### config.mk
export PLATFORM = sky130hd
export DESIGN_NAME = uart_byte_rx
export DESIGN_NICKNAME = d
export VERILOG_FILES = /design/src/rtl/uart_pkg.sv /design/src/rtl/uart_sync2.sv /design/src/rtl/uart_byte_rx.sv
export SDC_FILE = /design/constraint.sdc
export NUM_CORES = 1
export LEC_CHECK = 0
export CAP_MARGIN = 20
export CORE_MARGIN = 2
export CORE_UTILIZATION = 60
export DETAILED_ROUTE_END_ITERATION = 8
export GPL_ROUTABILITY_DRIVEN = 0
export PLACE_DENSITY = 0.94
export SYNTH_ARGS = -nofsm -noshare
export SYNTH_HDL_FRONTEND = slang
export SYNTH_SLANG_ARGS = --single-unit
### constraint.sdc
create_clock -name clk -period 5.79 [get_ports clk]
set_clock_uncertainty 0.15 [all_clocks]
set_input_delay 0.8685 -clock clk [delete_from_list [all_inputs] [get_ports clk]]
set_output_delay 0.8685 -clock clk [all_outputs]
set_load 0.005 [all_outputs]
### src/rtl/uart_pkg.sv
// Shared UART definitions for the receive and transmit sides.
package uart_pkg;

   // Default half-bit period in clk cycles.
   localparam int CLK_PER_HALF_BIT_DEFAULT = 260;

   // Receive state machine states.
   typedef enum logic [1:0] {
      IDLE  = 2'd0,
      START = 2'd1,
      DATA  = 2'd2,
      STOP  = 2'd3
   } rx_state_t;

endpackage

### src/rtl/uart_sync2.sv
// Two-flop synchronizer for an asynchronous line that idles high.
module uart_sync2 (
   input  logic clk,
   input  logic rstn,
   input  logic d,
   output logic q
);

   logic meta;

   // Shift the asynchronous input through two flops; reset to the idle-high level.
   always_ff @(posedge clk) begin
      if (!rstn) begin
         meta <= 1'b1;
         q    <= 1'b1;
      end else begin
         meta <= d;
         q    <= meta;
      end
   end

endmodule

### src/rtl/uart_byte_rx.sv
// 8N1 UART byte receiver: synchronizes rxd, finds the start edge, samples mid-bit.
module uart_byte_rx
   import uart_pkg::*;
#(
   parameter int CLK_PER_HALF_BIT = CLK_PER_HALF_BIT_DEFAULT
) (
   output logic [7:0] rdata,
   output logic       rx_ready,
   output logic       ferr,
   input  logic       rxd,
   input  logic       clk,
   input  logic       rstn
);

   localparam int CW = $clog2(2 * CLK_PER_HALF_BIT);
   localparam logic [CW-1:0] HALF_LAST = CW'(CLK_PER_HALF_BIT - 1);
   localparam logic [CW-1:0] BIT_LAST  = CW'(2 * CLK_PER_HALF_BIT - 1);

   logic          rxs;
   logic          rxs_prev;
   rx_state_t     state;
   logic [CW-1:0] cnt;
   logic [2:0]    bit_idx;
   logic [7:0]    shreg;

   uart_sync2 u_sync (
      .clk  (clk),
      .rstn (rstn),
      .d    (rxd),
      .q    (rxs)
   );

   // Receive FSM: half-bit wait to centre on the start bit, then whole-bit sample spacing.
   always_ff @(posedge clk) begin
      if (!rstn) begin
         state    <= IDLE;
         cnt      <= '0;
         bit_idx  <= '0;
         shreg    <= '0;
         rxs_prev <= 1'b1;
         rdata    <= '0;
         ferr     <= 1'b0;
         rx_ready <= 1'b0;
      end else begin
         rxs_prev <= rxs;
         rx_ready <= 1'b0;
         case (state)
            IDLE: begin
               cnt     <= '0;
               bit_idx <= '0;
               if (rxs_prev && !rxs) begin
                  state <= START;
               end
            end
            START: begin
               if (cnt == HALF_LAST) begin
                  cnt   <= '0;
                  state <= rxs ? IDLE : DATA;
               end else begin
                  cnt <= cnt + 1'b1;
               end
            end
            DATA: begin
               if (cnt == BIT_LAST) begin
                  cnt     <= '0;
                  shreg   <= {rxs, shreg[7:1]};
                  bit_idx <= bit_idx + 3'd1;
                  if (bit_idx == 3'd7) begin
                     state <= STOP;
                  end
               end else begin
                  cnt <= cnt + 1'b1;
               end
            end
            STOP: begin
               if (cnt == BIT_LAST) begin
                  cnt      <= '0;
                  rdata    <= shreg;
                  ferr     <= ~rxs;
                  rx_ready <= 1'b1;
                  state    <= IDLE;
               end else begin
                  cnt <= cnt + 1'b1;
               end
            end
            default: begin
               state <= IDLE;
            end
         endcase
      end
   end

endmodule
==> metrics.txt <==
Reg clk slew, reported paths 110 ps; share of the synthesized area in the top cell type 0.479; commonest non-fill, non-tap cell in the layout dfxtp_1; drc violations 0; largest cells by area after synthesis dfxtp_1 (48%), mux2i_1 (6.7%), nor2_1 (5.0%); antenna violations before repair 0; CP Class in2reg; Netlist cell types 36; crit-path cells clkdlybuf4s50_1, nand3b_1, a31oi_1, a31oi_1, nor2_1; drt pass-1 iters 4; Async SR Flop Fraction 0; sequential element share of the synthesized area 0.479; Arrival @ worst endpoint 2850 ps; Root Buffer clkbuf_4; Max VDD drop 0.246 mV; Worst path most repeated cell a31oi_1; Top delay family on crit path buffers and inverters; Synth area leader dfxtp_1; commonest cells after routing, fill and taps aside dfxtp_1 (36), nor2_1 (20), nand2_1 (12), nand3_1 (12), clkdlybuf4s50_1 (12); critical path's slowest cell clkdlybuf4s50_1; Max-Cap Viols 0; Slew Limit Headroom 0.405; PortBufs 12; Avg Vias per Cell 5.79; Worst Setup End Kind flip-flop; first-pass GRT wire length 4970 µm; CP Launch Type primary input; Initial Util 0.619; Initial DRC Count 20; die extent in y 54.1 µm; worst-skew pair later-pin latency 350 ps; synthesized cell area 1510 µm²; hold buffer count at cts 0; Worst Setup Slack, final 3000 ps; CP required 5850 ps; Mapped Cells 161; die area between 2000 and 3000 µm²; postcts setup bufs 0; drt wl/cell between 15 and 20 µm; pre-CTS WS around 2700 ps; Fmax roughly 0.36 GHz; WL final a little over 3000 µm; Synthesis Warnings 0; Worst-Margin Slew 886 ps; gr usage total 0.245; Main synth FF type dfxtp_1; Post-synth EDFFs 0; final count of pins violating max slew 0; Core ar. roughly 2400 µm²; share of layout cells above drive strength 1 0.0867; Hold Path Class reg2reg; Yosys reg bits 36; Power per Cell Area 236 nW/µm²; largest net degree at the start of global routing 25; minimum clock period roughly 2800 ps; TritonCTS Buffers 5; vias post-DR 1175; post-synthesis area per instance just over 9 µm²; Ports 13; Final Setup Violations 0; RSZ-0062 raised after global routing no; outcome finished clean; net count after synthesis ~170; P&R area growth vs syn 12.6%; Ant. Diodes 0; Post-Route Setup TNS 0 ps; cts repair resizes 0; Final period util 0.482; Final #Nets 178; grt ovf 0; max incr delay on CP 850 ps; H-tree depth 2; CTS tree yes; Max Root-Sink Buffers 2; Die X 54.1 µm; Layout fillers 170; vias in the first global route about 1100; Critical Path Fanout Max 24; num rows 18; Final ANT Viol Nets 0; CP Buf/Inv Count 1; Fin. Hold Viols 0; leakage power 0.000565 µW; Sink Count 36; DP HPWL a little over 2000 µm
-- per-stage QoR --
| step | cells | power (µW) | hold WS (ps) | util | area, µm² |
|---|---|---|---|---|---|
| 4_1_cts | 203 | 403 | 275 | 0.697 | 1690 |
| 3_5_place_dp | 195 | 265 | 248 | 0.671 | 1630 |
| 6_report | 203 | 400 | 273 | 0.697 | 1690 |
| 5_1_grt | 203 | 413 | 303 | 0.697 | 1690 |
| 2_1_floorplan | 161 | 262 | 236 | - | 1510 |
| 3_3_place_gp | 195 | 264 | 248 | 0.671 | 1630 |
-- cell type report --
cell class / instances / area [µm²] / area share
Clock inverter: 1 / 7.51 / 0.00443
Multi-Input combinational cell: 113 / 734 / 0.434
Clock buffer: 7 / 55.1 / 0.0325
Inverter: 3 / 11.3 / 0.00665
Tap cell: 30 / 37.5 / 0.0222
Timing Repair Buffer: 13 / 128 / 0.0753
Sequential cell: 36 / 721 / 0.425
-- where the power goes --
group | leakage [µW] | internal (µW) | switching, µW | total (µW)
clock | 0.0000315 | 59.4 | 81.7 | 141
combinational | 0.000243 | 3.02 | 5.42 | 8.44
sequential | 0.000291 | 249 | 1.64 | 251
total | 0.000565 | 311 | 88.7 | 400
-- cells in the mapped netlist, types with 2 or more instances --
library cell,n
a31oi_1,5
and3_1,2
nand4_1,3
nand3_1,12
nand2_1,12
nor2_1,20
ha_1,3
nor2b_1,2
xor2_1,7
mux2i_1,10
nor3_1,3
a21oi_1,2
dfxtp_1,36
clkbuf_1,7
nand2b_1,4
nand3b_1,2
o21ai_0,9
o31a_1,2
inv_1,3
-- cell families (layout without fill, tap and decap cells) --
group	after synthesis	in the layout	synth area share
compound gates	20	20	0.0806
xor+xnor	8	8	0.0466
flops	36	36	0.479
simple gates	72	72	0.265
buf+inv	12	24	0.0374
fa+ha+maj	3	3	0.0249
mux	10	10	0.0665
-- layer usage --
layer  up-vias  global-route usage  part of all wire
li1        582                   -                 -
met1       557               0.262              0.42
met4         0               0.125             0.037
met2        25               0.402              0.49
met5         -                   0                 0
met3        11               0.117             0.048
-- worst reg2reg max path: stages, from the launching register on --
cell	delay (ps)
dfxtp_1	430
ha_1	320
or4b_4	530
nor4_4	800
o21ai_0	240
-- final timing paths --
check / from / end / slack, ps / cells after the start
worst max register to register: cnt[0]$_SDFF_PN0_ / rdata[6]$_SDFFE_PN0P_ / 3160 / 4
worst max-delay path: rstn / cnt[2]$_SDFF_PN0_ / 3000 / 5
worst min register to register: u_sync.meta$_SDFF_PN1_ / u_sync.q$_SDFF_PN1_ / 270 / 1
worst min-delay path: u_sync.meta$_SDFF_PN1_ / u_sync.q$_SDFF_PN1_ / 270 / 1
-- registers in the layout, indices dropped and copies added, names as in the netlist, named ones only --
name / cells
bit_idx: 3
cnt: 10
ferr: 1
rdata: 8
rx_ready: 1
rxs_prev: 1
shreg: 8
state: 1
u_sync.meta: 1
u_sync.q: 1
No activity file was read; power rests on OpenSTA's default activity.
